$ cat config.mk
export PLATFORM = sky130hd
export DESIGN_NAME = vpu_pathway_sequencer
export DESIGN_NICKNAME = d
export VERILOG_FILES = /design/src/rtl/vpu_pathway_sequencer.sv
export SDC_FILE = /design/constraint.sdc
export NUM_CORES = 1
export LEC_CHECK = 0
export CORE_AREA = 2 2 79 157
export CTS_CLUSTER_SIZE = 24
export DETAILED_ROUTE_END_ITERATION = 10
export DIE_AREA = 0 0 81 159
export GPL_ROUTABILITY_DRIVEN = 0
export PLACE_DENSITY = 0.77
export SLEW_MARGIN = 25
export SYNTH_ARGS = -nofsm -noshare
export SYNTH_HDL_FRONTEND = slang
export SYNTH_SLANG_ARGS = --single-unit
$ cat constraint.sdc
create_clock -name clk -period 2.1 [get_ports clk]
set_input_delay 0.42 -clock clk [delete_from_list [all_inputs] [get_ports clk]]
set_output_delay 0.42 -clock clk [all_outputs]
set_load 0.02 [all_outputs]
$ cat src/rtl/vpu_pathway_sequencer.sv
`default_nettype none
// +--------------------------------------------------------------------------+
// | vpu_pathway_sequencer                                                    |
// | Sequences one VPU operation: holds the pathway, starts the array, drains.|
// | Revision: 1.0                                                            |
// +--------------------------------------------------------------------------+
module vpu_pathway_sequencer #(
  parameter int CNT_W         = 16,
  parameter int DRAIN_TIMEOUT = 64
) (
  input  logic             clk,
  input  logic             rst,
  input  logic             cmd_valid,
  output logic             cmd_ready,
  input  logic [1:0]       cmd_mode,
  input  logic [CNT_W-1:0] cmd_rows,
  output logic [3:0]       vpu_data_pathway,
  output logic             sys_start,
  input  logic             vpu_valid_in_1,
  input  logic             vpu_valid_in_2,
  input  logic             vpu_valid_out_1,
  input  logic             vpu_valid_out_2,
  output logic             busy,
  output logic             done,
  output logic             err_timeout,
  output logic             err_overflow,
  output logic [CNT_W-1:0] beats_out
);

  localparam int TMO_W = (DRAIN_TIMEOUT > 1) ? $clog2(DRAIN_TIMEOUT) : 1;
  localparam logic [TMO_W-1:0] TMO_MAX = TMO_W'(DRAIN_TIMEOUT - 1);

  typedef enum logic [2:0] {
    IDLE   = 3'd0,
    SETUP  = 3'd1,
    STREAM = 3'd2,
    DRAIN  = 3'd3,
    DONE   = 3'd4
  } state_e;

  state_e           state_q, state_d;
  logic [1:0]       mode_q, mode_d;
  logic [CNT_W-1:0] rows_q, rows_d;
  logic [CNT_W-1:0] in1_q, in1_d, in2_q, in2_d;
  logic [CNT_W-1:0] out1_q, out1_d, out2_q, out2_d;
  logic [TMO_W-1:0] tmo_q, tmo_d;
  logic [3:0]       pathway_q, pathway_d;
  logic             sys_start_q, sys_start_d;
  logic             err_timeout_q, err_timeout_d;
  logic             ovf_q, ovf_d;

  logic in1_full, in2_full, out1_full, out2_full;

  assign in1_full  = (in1_q == rows_q);
  assign in2_full  = (in2_q == rows_q);
  assign out1_full = (out1_q == rows_q);
  assign out2_full = (out2_q == rows_q);

  function automatic logic [3:0] decode_mode(input logic [1:0] m);
    case (m)
      2'b00:   decode_mode = 4'b1100;
      2'b01:   decode_mode = 4'b1111;
      2'b10:   decode_mode = 4'b0001;
      default: decode_mode = 4'b0000;
    endcase
  endfunction

  always_comb begin
    state_d       = state_q;
    mode_d        = mode_q;
    rows_d        = rows_q;
    in1_d         = in1_q;
    in2_d         = in2_q;
    out1_d        = out1_q;
    out2_d        = out2_q;
    tmo_d         = tmo_q;
    ovf_d         = ovf_q;
    sys_start_d   = 1'b0;
    err_timeout_d = 1'b0;

    unique case (state_q)
      IDLE: begin
        if (cmd_valid) begin
          mode_d  = cmd_mode;
          rows_d  = cmd_rows;
          in1_d   = '0;
          in2_d   = '0;
          out1_d  = '0;
          out2_d  = '0;
          tmo_d   = '0;
          ovf_d   = 1'b0;
          state_d = (cmd_rows == '0) ? DONE : SETUP;
        end
      end
      SETUP: begin
        state_d     = STREAM;
        sys_start_d = 1'b1;
      end
      STREAM: begin
        if (vpu_valid_in_1) begin
          if (in1_full) ovf_d = 1'b1;
          else          in1_d = in1_q + CNT_W'(1);
        end
        if (vpu_valid_in_2) begin
          if (in2_full) ovf_d = 1'b1;
          else          in2_d = in2_q + CNT_W'(1);
        end
        if (in1_full && in2_full) begin
          state_d = DRAIN;
          tmo_d   = '0;
        end
      end
      DRAIN: begin
        // Inputs after the last expected beat are never counted.
        if (vpu_valid_in_1 || vpu_valid_in_2) ovf_d = 1'b1;
        if (vpu_valid_out_1 || vpu_valid_out_2) tmo_d = '0;
        else                                    tmo_d = tmo_q + TMO_W'(1);
        if (out1_full && out2_full) begin
          state_d = DONE;
        end else if (tmo_q == TMO_MAX) begin
          state_d       = DONE;
          err_timeout_d = 1'b1;
        end
      end
      DONE:    state_d = IDLE;
      default: state_d = IDLE;
    endcase

    if (state_q == STREAM || state_q == DRAIN) begin
      if (vpu_valid_out_1) begin
        if (out1_full) ovf_d  = 1'b1;
        else           out1_d = out1_q + CNT_W'(1);
      end
      if (vpu_valid_out_2) begin
        if (out2_full) ovf_d  = 1'b1;
        else           out2_d = out2_q + CNT_W'(1);
      end
    end

    // Pathway is a pure function of the next state so it never glitches mid-op.
    if (state_d == SETUP || state_d == STREAM || state_d == DRAIN)
      pathway_d = decode_mode(mode_d);
    else
      pathway_d = 4'b0000;
  end

  always_ff @(posedge clk or negedge rst) begin
    if (!rst) begin
      state_q       <= IDLE;
      mode_q        <= 2'b00;
      rows_q        <= '0;
      in1_q         <= '0;
      in2_q         <= '0;
      out1_q        <= '0;
      out2_q        <= '0;
      tmo_q         <= '0;
      pathway_q     <= 4'b0000;
      sys_start_q   <= 1'b0;
      err_timeout_q <= 1'b0;
      ovf_q         <= 1'b0;
    end else begin
      state_q       <= state_d;
      mode_q        <= mode_d;
      rows_q        <= rows_d;
      in1_q         <= in1_d;
      in2_q         <= in2_d;
      out1_q        <= out1_d;
      out2_q        <= out2_d;
      tmo_q         <= tmo_d;
      pathway_q     <= pathway_d;
      sys_start_q   <= sys_start_d;
      err_timeout_q <= err_timeout_d;
      ovf_q         <= ovf_d;
    end
  end

  assign cmd_ready        = (state_q == IDLE);
  assign busy             = (state_q != IDLE);
  assign done             = (state_q == DONE);
  assign sys_start        = sys_start_q;
  assign err_timeout      = err_timeout_q;
  assign err_overflow     = ovf_q;
  assign beats_out        = out1_q;
  assign vpu_data_pathway = pathway_q;

endmodule
`default_nettype wire

==> results of run 1 <==
==> state kept, by name (all words and copies together), names as in the netlist <==
| name | flops |
|---|---|
| beats_out | 16 |
| err_overflow | 1 |
| err_timeout | 1 |
| in1_q | 16 |
| in2_q | 16 |
| mode_q | 2 |
| out2_q | 16 |
| rows_q | 16 |
| state_q | 3 |
| sys_start | 1 |
| tmo_q | 6 |
| vpu_data_pathway | 3 |
==> cells by family (layout without fill, tap and decap cells) <==
group,Yosys count,in the layout,share of synthesized area
AO/OA/AOI/OAI,61,61,0.0705
XOR/XNOR,93,93,0.143
adder cells (fa/ha/maj),9,9,0.0197
buffers and inverters,50,184,0.0444
flip-flops,97,97,0.425
multiplexers,20,20,0.0355
AND/OR/NAND/NOR,296,296,0.263
==> synth_stat cells, types with 9 or more instances <==
cell / number
nand2_1: 100
dfrtp_1: 97
xor2_1: 57
nor2_1: 48
xnor2_1: 36
nand3_1: 28
nor4_1: 25
nand4_1: 24
mux2i_1: 18
and3_1: 16
o21ai_0: 16
buf_2: 14
inv_1: 13
a21oi_1: 12
clkbuf_1: 11
nor3_1: 11
ha_1: 9
==> worst max-delay path: cells and delay by family, from the launching register on <==
kind	cells	cell delay [ns]
and+or+nand+nor	2	0.49
xor gates and xnor gates	1	0.37
buffers and inverters	2	0.38
DFF	1	0.49
AOI/OAI and AO/OA	3	0.52
==> worst max path at each step <==
stage	start	to	slack (ns)
finish	rows_q[10]	vpu_data_pathway[2]	-0.27
CTS	rows_q[8]	vpu_data_pathway[2]	-0.09
global route	rows_q[10]	vpu_data_pathway[0]	-0.37
floorplan	state_q[0]	vpu_data_pathway[0]	0.007
detailed placement	rows_q[11]	vpu_data_pathway[2]	-0.25
global placement	rows_q[11]	vpu_data_pathway[2]	-0.17
==> layout make-up <==
| class | count | area, um2 |
|---|---|---|
| inverter | 13 | 48.8 |
| multi-input combinational | 479 | 3490 |
| timing repair buffer | 155 | 1400 |
| clock inverter | 5 | 62.6 |
| sequential | 97 | 2450 |
| clock buffer | 11 | 243 |
| fill | 846 | 3760 |
| tap | 145 | 181 |
==> metal layers <==
layer / vias to the layer above / part of all wire / GRT usage
li1: 2420 / - / -
met1: 2736 / 0.32 / 0.282
met2: 306 / 0.52 / 0.501
met3: 116 / 0.063 / 0.0493
met4: 0 / 0.092 / 0.227
met5: - / 0 / 0
==> timing repair <==
action	CTS	global route
endpoints found under the hold margin	20	0
hold buffers	1	0
buffers inserted	10	8
pin swaps	26	25
resized for setup	64	55
setup endpoints to repair	49	46
==> power by group through the flow <==
| stage | logic [mW] | registers, mW | clock network [mW] |
|---|---|---|---|
| after floorplan | 1.43 | 2.60 | 0 |
| after global placement | 2.12 | 2.73 | 0 |
| after detailed placement | 2.21 | 2.75 | 0 |
| after CTS | 2.51 | 2.75 | 1.71 |
| after global routing | 3.05 | 2.85 | 1.82 |
| final | 2.85 | 2.83 | 1.73 |
==> impl_metrics.env, run 1 <==
export IMPL_totalWireLength_mm=19.9
export IMPL_grt_max_degree=38
export IMPL_switching_share=0.382
export IMPL_synth_edff_count=0
export IMPL_rsz0062_at_grt="yes"
export IMPL_drc=0
export IMPL_area_delta_synth_final_pct=37.8
export IMPL_slew_viol_final=0
export IMPL_ys_ff_latch=97
export IMPL_cts_buffers=9
export IMPL_start_util=0.491
export IMPL_power_switching_mw=2.83
export IMPL_power_mw=7.42
export IMPL_status="complete, but fails checks"
export IMPL_worst_ep_required_time_ns=2.35
export IMPL_rows=56
export IMPL_yosysUniqueCellTypes=54
export IMPL_cts_htree_levels=3
export IMPL_internal_power_mw=4.58
export IMPL_final_core_util=0.677
export IMPL_tns_ns=-5.01
export IMPL_worst_path_max_fanout=5
export IMPL_cts_tree="built"
export IMPL_syn_inst=626
export IMPL_synth_top_area_share=0.425
export IMPL_slew_headroom=0.557
export IMPL_io_pins=51
export IMPL_reg2reg_to="vpu_data_pathway[2]"
export IMPL_crit_path_frequent_cell="buf_4"
export IMPL_crit_arrival_ns=2.61
export IMPL_grt_pass1_vias=5678
export IMPL_path_class="reg -> reg"
export IMPL_grt_pass1_wl_mm=28.0
export IMPL_dieArea_mm2=0.0129
export IMPL_final_setup_worst_slack_ns=-0.265
export IMPL_final_common_cell="nand2_1"
export IMPL_max_stage_delay_ns=0.49
export IMPL_setup_viol=53
export IMPL_timing_fmax_ghz=0.423
export IMPL_pwr_share_seq=0.382
export IMPL_stdcell_count=905
export IMPL_worst_r2r_cell_count=8
export IMPL_period_share=1.13
export IMPL_worst_hold_path_type="in -> async"
export IMPL_syn_area_mm2=0.00571
export IMPL_powerDensity_mw_per_mm2=942
export IMPL_die_h_um=159
export IMPL_dpl_hpwl_mm=13.0
export IMPL_rrSetupSlack_ns=-0.27
export IMPL_cap_violations=0
export IMPL_mostFrequentLayoutCells="nand2_1, buf_4, dfrtp_1, xor2_1, clkdlybuf4s50_1"
export IMPL_violations="negative setup slack"
export IMPL_antennaDiodeCount=0
export IMPL_ys_seq_area_frac=0.425
export IMPL_io_buffers=50
export IMPL_grtUsageTotal=0.286
export IMPL_first_pass_iters=5
export IMPL_drtIter0Drc=503
export IMPL_cp_end_kind="flip-flop"
export IMPL_grt_antenna_before_repair=0
export IMPL_cellLeakagePower_nw=3.62
export IMPL_overflow=0
export IMPL_post_drt_wl_per_cell_um=22.0
export IMPL_design_area_mm2=0.00788
export IMPL_combPwrFrac=0.384
export IMPL_fin_hold_ws_ns=0.529
export IMPL_crit_chain="xnor2_2, nand4_1, nor4_4, buf_4, a21oi_2, a222oi_1, buf_4, a211oi_1"
export IMPL_syn_avg_cell_area_um2=9.13
export IMPL_placedInstanceArea_mm2=0.00690
export IMPL_vdd_drop_max_v=0.000591
export IMPL_synth_nets=660
export IMPL_yosys_warnings=0
export IMPL_insertion_delay_ns=0.36
export IMPL_vias_per_cell=6.16
export IMPL_final_hold_viol_count=0
export IMPL_final_nets=789
export IMPL_reg2reg_from="rows_q[10]"
export IMPL_clock_sinks=97
export IMPL_path_clk_slew_ns=0.07
export IMPL_finalClockSkew_ns=0.0127
export IMPL_post_route_min_period_ns=2.37
export IMPL_drive_gt1_frac=0.275
export IMPL_clkPwrFrac=0.234
export IMPL_worstMarginPinSlew_ns=0.659
export IMPL_cts_max_path_buffers=2
export IMPL_vias=5578
export IMPL_yosysTopAreaCell="dfrtp_1"
export IMPL_synth_ff_type="dfrtp_1"
export IMPL_startpoint_type="flip-flop"
export IMPL_core_mm2=0.0116
export IMPL_synth_area_leaders="dfrtp_1, xor2_1, nand2_1, xnor2_1, mux2i_1"
export IMPL_cp_slowest_cell="dfrtp_2"
export IMPL_place_inst=871
export IMPL_clock_root_buffer="clkbuf_16"
export IMPL_pre_cts_slack_ns=-0.252
export IMPL_fp_dieW_um=81
export IMPL_ant_nets=0
export IMPL_async_flop_share=1.00
Note: power is estimated with default switching activity, not from simulation.
==> inputs of run 2 (changes only) <==
Settings changed: RECOVER_POWER set to 50.
==> run 2 against run 1 <==
  * The run still ends with negative setup slack left
  * Flip-flop and latch count did not move
  * Register-to-register slack hardly changed
  * Critical path depth unchanged
  * Clock skew hardly changed
  * Largest power group unchanged
  * Count of clock-buffer cells in the layout is the same
  * Global-route usage is the same
  * Non-clock buffer count unchanged
  * Worst setup slack got worse by 0.00098 ns
  * Die area unchanged
  * Hold slack better by 0.012 ns
  * Sequential share of layout area rose by 0.064 points
  * Design area is 0.21% lower
==> impl_metrics.env, run 2 (same netlist as run 1, synthesis figures left out) <==
export IMPL_status="complete, but fails checks"
export IMPL_violations="negative setup slack"
export IMPL_timing_fmax_ghz=0.423
export IMPL_period_share=1.13
export IMPL_final_setup_worst_slack_ns=-0.266
export IMPL_grtUsageTotal=0.286
export IMPL_fp_dieW_um=81
export IMPL_dpl_hpwl_mm=13.0
export IMPL_drc=0
export IMPL_cp_end_kind="flip-flop"
export IMPL_area_delta_synth_final_pct=37.5
export IMPL_clock_sinks=97
export IMPL_insertion_delay_ns=0.35
export IMPL_cts_htree_levels=3
export IMPL_grt_max_degree=38
export IMPL_mostFrequentLayoutCells="nand2_1, dfrtp_1, buf_4, xor2_1, clkdlybuf4s50_1"
export IMPL_cts_tree="built"
export IMPL_drtIter0Drc=513
export IMPL_first_pass_iters=5
export IMPL_reg2reg_to="vpu_data_pathway[2]"
export IMPL_io_pins=51
export IMPL_placedInstanceArea_mm2=0.00690
export IMPL_grt_antenna_before_repair=0
export IMPL_dieArea_mm2=0.0129
export IMPL_grt_pass1_wl_mm=28.0
export IMPL_start_util=0.491
export IMPL_vdd_drop_max_v=0.000596
export IMPL_vias=5629
export IMPL_grt_pass1_vias=5678
export IMPL_stdcell_count=905
export IMPL_ant_nets=0
export IMPL_design_area_mm2=0.00786
export IMPL_final_nets=789
export IMPL_reg2reg_from="rows_q[10]"
export IMPL_cap_violations=0
export IMPL_worst_hold_path_type="reg -> reg"
export IMPL_cts_max_path_buffers=2
export IMPL_clock_root_buffer="clkbuf_16"
export IMPL_worstMarginPinSlew_ns=1.21
export IMPL_drive_gt1_frac=0.272
export IMPL_cellLeakagePower_nw=3.61
export IMPL_num_fill_cells=850
export IMPL_rsz0062_at_grt="yes"
export IMPL_finalClockSkew_ns=0.0125
export IMPL_crit_arrival_ns=2.60
export IMPL_rows=56
export IMPL_antennaDiodeCount=0
export IMPL_final_common_cell="nand2_1"
export IMPL_power_mw=7.41
export IMPL_slew_headroom=0.194
export IMPL_vias_per_cell=6.22
export IMPL_final_hold_viol_count=0
export IMPL_powerDensity_mw_per_mm2=942
export IMPL_worst_r2r_cell_count=8
export IMPL_io_buffers=50
export IMPL_slew_viol_final=0
export IMPL_rrSetupSlack_ns=-0.27
export IMPL_path_clk_slew_ns=0.07
export IMPL_startpoint_type="flip-flop"
export IMPL_post_drt_wl_per_cell_um=21.9
export IMPL_setup_viol=53
export IMPL_worst_ep_required_time_ns=2.34
export IMPL_post_route_min_period_ns=2.37
export IMPL_place_inst=871
export IMPL_crit_path_start="rows_q[10]"
export IMPL_core_mm2=0.0116
export IMPL_overflow=0
export IMPL_path_class="reg -> reg"
export IMPL_cts_buffers=9
export IMPL_tns_ns=-4.85
export IMPL_die_h_um=159
export IMPL_crit_end="vpu_data_pathway[2]"
export IMPL_worst_path_max_fanout=5
export IMPL_totalWireLength_mm=19.8
[run 2: cell types whose count changed in the layout (fill, tap and decap cells not counted), sizes merged]
cell / before / now
clkbuf: 11 / 14
buf: 105 / 102
[run 2: area by class of cell]
cell class,instances,area (um2),share of cell area
Tap cell,145,181,0.0231
Clock buffer,11,243,0.0309
Timing Repair Buffer,155,1390,0.177
Inverter,13,48.8,0.00621
Multi-Input combinational cell,479,3490,0.444
Clock inverter,5,62.6,0.00796
Sequential cell,97,2450,0.311
[run 2: stage by stage]
stage / utilization / hold WS (ns) / setup slack (ns)
3_3_place_gp: 0.593 / 0.328 / -0.167
6_report: 0.676 / 0.542 / -0.266
4_1_cts: 0.647 / 0.510 / -0.0853
3_5_place_dp: 0.593 / 0.330 / -0.252
5_1_grt: 0.676 / 0.543 / -0.375
2_1_floorplan: - / 0.124 / 0.00694
[run 2: worst min-delay path by stage]
stage	startpoint	endpoint	slack (ns)	cells after the start
2_1_floorplan	rst	beats_out[0]	0.12	0
5_1_grt	tmo_q[4]	tmo_q[4]	0.54	1
4_1_cts	rst	rows_q[1]	0.51	2
6_report	tmo_q[4]	tmo_q[4]	0.54	1
3_5_place_dp	rst	mode_q[0]	0.33	1
3_3_place_gp	rst	mode_q[0]	0.33	1
[run 2: timing repair]
| item | 4_1_cts | 5_1_grt |
|---|---|---|
| pin swaps | 26 | 25 |
| buffers inserted | 10 | 8 |
| setup endpoints to repair | 49 | 46 |
| endpoints found under the hold margin | 20 | 0 |
| hold buffers | 1 | 0 |
| resized for setup | 64 | 55 |
[run 2: power by group]
group | switching (mW) | internal, mW | total [mW]
combinational | 1.46 | 1.39 | 2.86
sequential | 0.604 | 2.22 | 2.83
clock | 0.759 | 0.964 | 1.72
total | 2.82 | 4.58 | 7.41
[run 2: worst max-delay path, cell delays in order, from the launching register on]
cell	delay [ns]
dfrtp_2	0.49
xnor2_2	0.38
nand4_1	0.24
nor4_4	0.25
buf_4	0.18
a21oi_2	0.06
a222oi_1	0.39
buf_4	0.20
a211oi_1	0.06
[run 2: metal layers]
layer	up-vias	wire length, um	track usage
met5	-	0	0
met4	0	1870	0.227
met3	129	1310	0.0493
met2	325	10300	0.501
met1	2753	6330	0.282
li1	2422	-	-
==> inputs of run 3 (changes only) <==
Settings changed: CORE_AREA 2 2 79 157 to 2 2 77 152, DIE_AREA 0 0 81 159 to 0 0 79 154, PLACE_DENSITY 0.77 to 0.81.
==> run 3 against run 2 <==
  * The flow still finishes with violations (negative setup slack)
  * Clock skew is 0.0039 ns lower
  * Hold slack worse by 0.34 ns
  * Global-route usage is 2.6 points higher
  * Routed wire length is 1.6% lower
  * First-iteration DRC count is 15% higher
  * Worst setup slack worse by 0.11 ns
  * Total power is 4.8% lower
  * Critical path type unchanged
==> impl_metrics.env, run 3 (same netlist as run 1, synthesis figures left out) <==
export IMPL_cts_hold_buffers=0
export IMPL_crit_family="simple AND/OR/NAND/NOR gates"
export IMPL_power_mw=7.05
export IMPL_rsz0062_at_grt="yes"
export IMPL_drive_gt1_frac=0.264
export IMPL_path_clk_slew_ns=0.06
export IMPL_tns_ns=-5.97
export IMPL_fp_dieW_um=79
export IMPL_io_buffers=50
export IMPL_io_pins=51
export IMPL_status="complete, but fails checks"
export IMPL_startpoint_type="flip-flop"
export IMPL_totalWireLength_mm=19.5
export IMPL_max_stage_delay_ns=0.49
export IMPL_core_mm2=0.0109
export IMPL_setup_viol=38
export IMPL_rows=54
export IMPL_grt_pass1_wl_mm=28.9
export IMPL_drc=0
export IMPL_path_class="reg -> reg"
export IMPL_slew_headroom=0.284
export IMPL_slew_viol_final=0
export IMPL_drtIter0Drc=592
export IMPL_vias=5577
export IMPL_grt_max_degree=41
export IMPL_num_fill_cells=719
export IMPL_final_core_util=0.709
export IMPL_final_hold_viol_count=0
export IMPL_grt_antenna_before_repair=0
export IMPL_vdd_drop_max_v=0.000522
export IMPL_path_buf_inv=2
export IMPL_grtUsageTotal=0.312
export IMPL_reg2reg_to="vpu_data_pathway[2]"
export IMPL_dieArea_mm2=0.0122
export IMPL_worst_hold_path_type="in -> async"
export IMPL_post_drt_wl_per_cell_um=21.8
export IMPL_cap_violations=0
export IMPL_start_util=0.522
export IMPL_violations="negative setup slack"
export IMPL_crit_path_start="rows_q[12]"
export IMPL_first_pass_iters=7
export IMPL_powerDensity_mw_per_mm2=908
export IMPL_final_setup_worst_slack_ns=-0.374
export IMPL_reg2reg_from="rows_q[12]"
export IMPL_worst_ep_required_time_ns=2.36
export IMPL_antennaDiodeCount=0
export IMPL_cp_slowest_cell="nor4_1"
export IMPL_worst_path_max_fanout=4
export IMPL_dpl_hpwl_mm=13.1
export IMPL_worstMarginPinSlew_ns=1.07
export IMPL_finalClockSkew_ns=0.00861
export IMPL_timing_fmax_ghz=0.404
export IMPL_final_common_cell="nand2_1"
export IMPL_cellLeakagePower_nw=3.59
export IMPL_period_share=1.18
export IMPL_grt_pass1_vias=5650
export IMPL_stdcell_count=894
export IMPL_crit_chain="buf_4, xor2_1, nor4_1, nand4_1, nor2_2, a222oi_1, buf_4, a211oi_2"
export IMPL_clock_sinks=97
export IMPL_cts_tree="built"
export IMPL_cp_end_kind="flip-flop"
export IMPL_pre_cts_slack_ns=-0.421
export IMPL_die_h_um=154
export IMPL_crit_arrival_ns=2.73
export IMPL_worst_r2r_cell_count=8
export IMPL_ant_nets=0
export IMPL_place_inst=869
export IMPL_cts_htree_levels=3
export IMPL_overflow=0
export IMPL_post_route_min_period_ns=2.47
export IMPL_rrSetupSlack_ns=-0.37
export IMPL_area_delta_synth_final_pct=35.8
export IMPL_clock_root_buffer="clkbuf_16"
export IMPL_mostFrequentLayoutCells="nand2_1, dfrtp_1, buf_4, xor2_1, clkdlybuf4s50_1"
export IMPL_vias_per_cell=6.24
export IMPL_crit_path_frequent_cell="buf_4"
export IMPL_cts_max_path_buffers=2
export IMPL_cp_depth=8
export IMPL_cts_buffers=9
export IMPL_final_nets=787
export IMPL_crit_end="vpu_data_pathway[2]"
export IMPL_insertion_delay_ns=0.35
## run 3: area by class of cell
class / count / area [um2] / area share
multi-input cells: 479 / 3480 / 0.448
clock buffers: 10 / 229 / 0.0295
clock inverters: 2 / 10.0 / 0.00129
well taps: 140 / 175 / 0.0226
flip-flops and latches: 97 / 2440 / 0.314
repair buffers: 153 / 1380 / 0.178
inverters: 13 / 48.8 / 0.00629
## run 3: repair_timing
item | CTS | global route
setup endpoints to repair | 63 | 66
pin swaps | 32 | 24
gates resized for setup | 78 | 40
setup buffers | 12 | 3
endpoints found under the hold margin | 0 | 0
## run 3: worst min-delay path by stage
stage	end	slack (ns)	depth (start not counted)
finish	state_q[1]	0.20	1
global route	state_q[2]	0.26	1
detailed placement	state_q[1]	0.42	1
global placement	state_q[1]	0.40	1
floorplan	beats_out[0]	0.12	0
CTS	tmo_q[1]	0.05	1
## run 3: worst register-to-register path: cells and delay by family, from the launching register on
family          cells  cell delay, ns
buf+inv             2            0.33
simple gates        3            1.07
xor+xnor            1            0.18
compound gates      2            0.35
flops               1            0.44
## run 3: power by group
part / total, mW / internal (mW) / switching, mW / leakage [nW]
clock: 1.45 / 0.773 / 0.676 / 0.120
combinational: 2.85 / 1.35 / 1.49 / 2.20
sequential: 2.75 / 2.22 / 0.536 / 1.27
## run 3: stage by stage
step                      instance area, um2  hold slack, ns
final                                   7760           0.200
after global routing                    7760           0.264
after detailed placement                6910           0.416
after floorplan                         5720           0.124
after global placement                  6910           0.403
after CTS                               7580          0.0484
## run 3: layer usage
layer  vias to the layer above  GRT usage  part of all wire
met5                         -          0                 0
met4                         0      0.244             0.095
met3                       143     0.0469             0.061
met2                       342      0.540              0.52
met1                      2671      0.328              0.33
li1                       2421          -                 -
